### config.mk
export PLATFORM = sky130hd
export DESIGN_NAME = fetch_unit
export DESIGN_NICKNAME = d
export VERILOG_FILES = /design/src/rtl/fetch_unit.sv
export SDC_FILE = /design/constraint.sdc
export NUM_CORES = 1
export LEC_CHECK = 0
export CORE_UTILIZATION = 41
export CTS_CLUSTER_SIZE = 14
export DETAILED_ROUTE_END_ITERATION = 6
export HOLD_SLACK_MARGIN = 0.03
export PLACE_DENSITY_LB_ADDON = 0.15
export SYNTH_ARGS = -nofsm -noshare
export SYNTH_HDL_FRONTEND = slang
export SYNTH_SLANG_ARGS = --single-unit
### constraint.sdc
create_clock -name clk -period 3.8 [get_ports clk]
set_input_delay 0.76 -clock clk [delete_from_list [all_inputs] [get_ports clk]]
set_output_delay 0.76 -clock clk [all_outputs]
set_load 0.01 [all_outputs]
### src/rtl/fetch_unit.sv
// fetch_unit: instruction-fetch front end for the pipelined RV32I core.
// Owns the PC, issues in-order requests to a variable-latency instruction
// memory, queues returned words with their PCs, and presents {pc, inst} to
// decode over a valid/ready handshake. A redirect flushes the queue and
// arranges for every response still in flight to be discarded.
module fetch_unit #(
  parameter int unsigned         XLEN       = 32,
  parameter logic [XLEN-1:0]     RESET_PC   = '0,
  parameter int unsigned         FIFO_DEPTH = 4,
  parameter int unsigned         MAX_OUTS   = 2
) (
  input  logic            clk,
  input  logic            reset,
  output logic            imem_req_valid,
  input  logic            imem_req_ready,
  output logic [XLEN-1:0] imem_addr,
  input  logic            imem_rsp_valid,
  input  logic [XLEN-1:0] imem_rsp_data,
  input  logic            redirect_valid,
  input  logic [XLEN-1:0] redirect_pc,
  output logic            if_valid,
  input  logic            if_ready,
  output logic [XLEN-1:0] if_pc,
  output logic [XLEN-1:0] if_inst
);

  localparam int unsigned OUTS_W = $clog2(MAX_OUTS + 1);
  localparam int unsigned CNT_W  = $clog2(FIFO_DEPTH + 1);
  localparam int unsigned PTR_W  = $clog2(FIFO_DEPTH);

  localparam logic [OUTS_W-1:0] MAX_OUTS_V = OUTS_W'(MAX_OUTS);
  localparam logic [CNT_W:0]    DEPTH_V    = (CNT_W + 1)'(FIFO_DEPTH);

  logic [XLEN-1:0]   pc_q;
  logic [XLEN-1:0]   rsp_pc;
  logic [XLEN-1:0]   pc_mem   [FIFO_DEPTH];
  logic [XLEN-1:0]   inst_mem [FIFO_DEPTH];
  logic [PTR_W-1:0]  rd_ptr;
  logic [PTR_W-1:0]  wr_ptr;
  logic [CNT_W-1:0]  count;
  logic [OUTS_W-1:0] outs;
  logic [OUTS_W-1:0] drop;

  logic [CNT_W:0]    inflight;
  logic [XLEN-1:0]   redirect_base;
  logic              req_fire;
  logic              rsp_fire;
  logic              push;
  logic              pop;

  // Request credit, handshake qualification and queue port decode.
  always_comb begin
    inflight       = (CNT_W + 1)'(outs) + (CNT_W + 1)'(count);
    redirect_base  = redirect_pc & ~XLEN'(3);
    imem_req_valid = !reset && !redirect_valid && (outs < MAX_OUTS_V)
                     && (inflight < DEPTH_V);
    imem_addr      = pc_q;
    req_fire       = imem_req_valid && imem_req_ready;
    // A response with nothing outstanding is stray and never counted.
    rsp_fire       = !reset && imem_rsp_valid && (outs != '0);
    push           = rsp_fire && (drop == '0) && !redirect_valid;
    if_valid       = !reset && (count != '0);
    pop            = if_valid && if_ready && !redirect_valid;
    if_pc          = pc_mem[rd_ptr];
    if_inst        = inst_mem[rd_ptr];
  end

  // Fetch queue storage; only the tail entry is written on a push.
  always_ff @(posedge clk) begin
    if (push) begin
      pc_mem[wr_ptr]   <= rsp_pc;
      inst_mem[wr_ptr] <= imem_rsp_data;
    end
  end

  // PC, response PC, queue pointers and outstanding/drop bookkeeping.
  always_ff @(posedge clk) begin
    if (reset) begin
      pc_q   <= RESET_PC;
      rsp_pc <= RESET_PC;
      rd_ptr <= '0;
      wr_ptr <= '0;
      count  <= '0;
      outs   <= '0;
      drop   <= '0;
    end else if (redirect_valid) begin
      // No request can fire during a redirect, so every request still in
      // flight after this edge belongs to the old stream and is dropped.
      pc_q   <= redirect_base;
      rsp_pc <= redirect_base;
      rd_ptr <= '0;
      wr_ptr <= '0;
      count  <= '0;
      outs   <= outs - OUTS_W'(rsp_fire);
      drop   <= outs - OUTS_W'(rsp_fire);
    end else begin
      if (req_fire) begin
        pc_q <= pc_q + XLEN'(4);
      end
      if (rsp_fire && (drop != '0)) begin
        drop <= drop - OUTS_W'(1);
      end
      if (push) begin
        wr_ptr <= wr_ptr + PTR_W'(1);
        rsp_pc <= rsp_pc + XLEN'(4);
      end
      if (pop) begin
        rd_ptr <= rd_ptr + PTR_W'(1);
      end
      count <= count + CNT_W'(push) - CNT_W'(pop);
      outs  <= outs + OUTS_W'(req_fire) - OUTS_W'(rsp_fire);
    end
  end

endmodule
==> results by group <==
Timing
  – Final Cycle Share: 88.3%
  – # setup viols final: 0
  – Peak Freq: 298 MHz
  – RSZ-0062 raised after global routing: false
  – Max transition margin: 57.4%
  – Setup_tns: 0 ps
  – Worst-Margin Slew: 637 ps
  – Worst Clk Skew: 10.4 ps
  – Final Hold Vio Count: 0
  – Final min period: 3350 ps
  – Pins over their slew limit: 0
  – Hold slack: 504 ps

Die
  – Starting Density: 41.8%
  – Chip height: 182 um
  – Core Footprint: 31600 um2
  – Die area: 33000 um2
  – Top Ports: 168
  – Row Count: 65
  – Die X: 182 um

Synth
  – Synth top area share: 56.3%
  – Synth area leaders: edfxtp_1 56%, dfxtp_1 11%, mux4_2 11%, xnor2_1 2.3%, nand2_1 1.4%
  – Main flop type after synthesis: edfxtp_1
  – Post-synthesis cell count: 846
  – Post-synthesis sequential area ratio: 67.4%
  – Syn. warnings: 0
  – Top-count cell post-synth: edfxtp_1
  – Largest area contributor in the netlist: edfxtp_1
  – Flops & latches, synth: 321
  – Fraction of registers with async set/reset: 0%
  – Yosys cell types: 66
  – Post-synth EDFFs: 248
  – Post-synthesis instance area: 13200 um2
  – Synth cell count leaders: 248 x edfxtp_1, 73 x dfxtp_1, 62 x mux4_2
  – Avg Cell Area, Syn: 15.6 um2

Clock tree
  – CTS tree: done
  – Hold Buf Count CTS: 0
  – Clk_lat worst skew: 520 ps
  – H-tree lvl count: 2
  – CTS Buf Count: 35
  – CTS clk-pin slew, worst paths: 60 ps
  – Postcts setup bufs: 0
  – Clock buffer depth: 3
  – Cell at the root of the clock tree: clkbuf_16
  – Post_cts resized: 0
  – Clk sinks: 321

Setup path
  – WP data required: 3040 ps
  – Crit-path cells: buf_4, mux4_2, clkdlybuf4s50_1
  – Crit Path Max Fanout: 19
  – Worst reg2reg path startpoint: outs[1]
  – Critical path class: flip-flop to output port
  – RR Endpoint: imem_addr[14]
  – Worst reg2reg path depth: 7
  – WP data arrival: 2590 ps
  – Max incr delay on CP: 600 ps
  – CP max-delay cell: dfxtp_4
  – CP delay by family, top: buffers and inverters
  – R2R setup slack: 1420 ps
  – WP buf/inv: 2
  – Crit. End Element: output port
  – Crit start category: flip-flop

Power and ir drop
  – Final Power: 0.00770 W
  – Leak Pwr: 5.32 nW
  – Max rail drop VDD: 283 uV
  – P per Cell Area: 463 nW/um2

Route
  – Final ANT Viol Nets: 0
  – Via count: 7861
  – Initial DRT Pass Iterations: 7
  – DR iter-0 viols: 516
  – Drc violations: 0
  – Vias per Instance: 5.39
  – Routed Wire Length: 28500 um
  – WL per Instance: 19.5 um

Placement
  – Port bufs: 161
  – Placed cells: 1395
  – RePlAce Congestion: 0.807
  – Post-DP HPWL: 18900 um

GRT
  – Vias in the first global route: 7920
  – Global-route wire length before repair: 44800 um
  – GRT Overall Usage: 17.5%
  – Antenna violations before repair: 0
  – GR Overflow Total: 0
  – Largest net degree at the start of global routing: 54

Layout
  – Share of layout cells above drive strength 1: 16.6%
  – Layout Cells excl Fill: 1459
  – Final net count: 1114
  – Layout area overhead: 26.0%
  – Fillcell total: 2611
  – N_diodes: 0

Worst hold path
  – Hold Crit Class: flip-flop to flip-flop
  – Min-delay src: wr_ptr[1]
  – Hold Path End: wr_ptr[1]
  – Hold depth: 2

Run
  – Max Cap Violations: 0

Run status
  – Status: complete, no violations
-- state kept, by name, summed over array words and instances, names as in the netlist, named ones only --
register   cells
rsp_pc        30
imem_addr     30
count          3
inst_mem     128
pc_mem       120
rd_ptr         2
wr_ptr         2
outs           2
drop           2
-- per-stage QoR --
step	instance area [um2]	worst slack, ps	util [%]
floorplan	13200	219	-
finish	16700	445	52.6
detailed placement	15500	339	48.9
global placement	15500	419	48.9
CTS	16700	358	52.6
global route	16700	301	52.6
-- cell families (layout without fill, tap and decap cells) --
| group | count (synthesis) | count (layout) | share of synthesized area (%) |
|---|---|---|---|
| compound gates | 103 | 103 | 5.38 |
| xor+xnor | 42 | 42 | 2.78 |
| fa+ha+maj | 14 | 14 | 1.38 |
| buf+inv | 65 | 273 | 2.11 |
| flops | 321 | 321 | 67.4 |
| mux | 64 | 64 | 10.7 |
| other cells | 1 | 4 | 0.0284 |
| simple gates | 236 | 236 | 10.2 |
-- worst max-delay path by stage --
stage                      to  cells past startpoint  slack [ps]
2_1_floorplan  inst_mem[0][0]                      5         220
3_3_place_gp         count[2]                     11         420
3_5_place_dp         count[2]                     11         340
4_1_cts             if_pc[12]                      3         360
5_1_grt             if_pc[12]                      3         300
6_report            if_pc[12]                      3         450
-- area by class of cell --
type,instances,area (um2),area share [%]
flip-flops and latches,321,8910,53.5
multi-input cells,463,4050,24.3
repair buffers,191,1950,11.7
clock buffers,42,922,5.54
well taps,402,503,3.02
clock inverters,22,251,1.51
inverters,18,67.6,0.406
-- metal layers --
| layer | share of wire, % | GRT usage (%) | wire [um] | vias up |
|---|---|---|---|---|
| met4 | 2.2 | 5.36 | 627 | 0 |
| met3 | 5.1 | 2.81 | 1440 | 50 |
| met1 | 47 | 24.9 | 13300 | 3881 |
| li1 | - | - | - | 3693 |
| met2 | 46 | 27.7 | 13100 | 237 |
| met5 | 0 | 0 | 0 | - |
-- report_power, final --
group	internal (W)	switching [W]	total (W)
combinational	0.000187	0.000167	0.000354
sequential	0.00383	0.0000924	0.00393
clock	0.00203	0.00139	0.00342
-- tightest hold or removal path, delay by kind of cell, from the launching register on --
kind	cells	cell delay, ps
AOI/OAI and AO/OA	1	50
and+or+nand+nor	1	70
DFF	1	340
-- placed cells by master, fill, tap and decap left out, drive strengths merged, types with 21 or more instances in the layout --
cell type      instances
nor2                  48
mux4                  62
inv                   21
nand4                 23
clkbuf                42
clkdlybuf4s50        161
buf                   30
edfxtp               248
nand2                 51
nand3                 30
dfxtp                 73
xnor2                 35
Power figures use the tool's default switching activity.
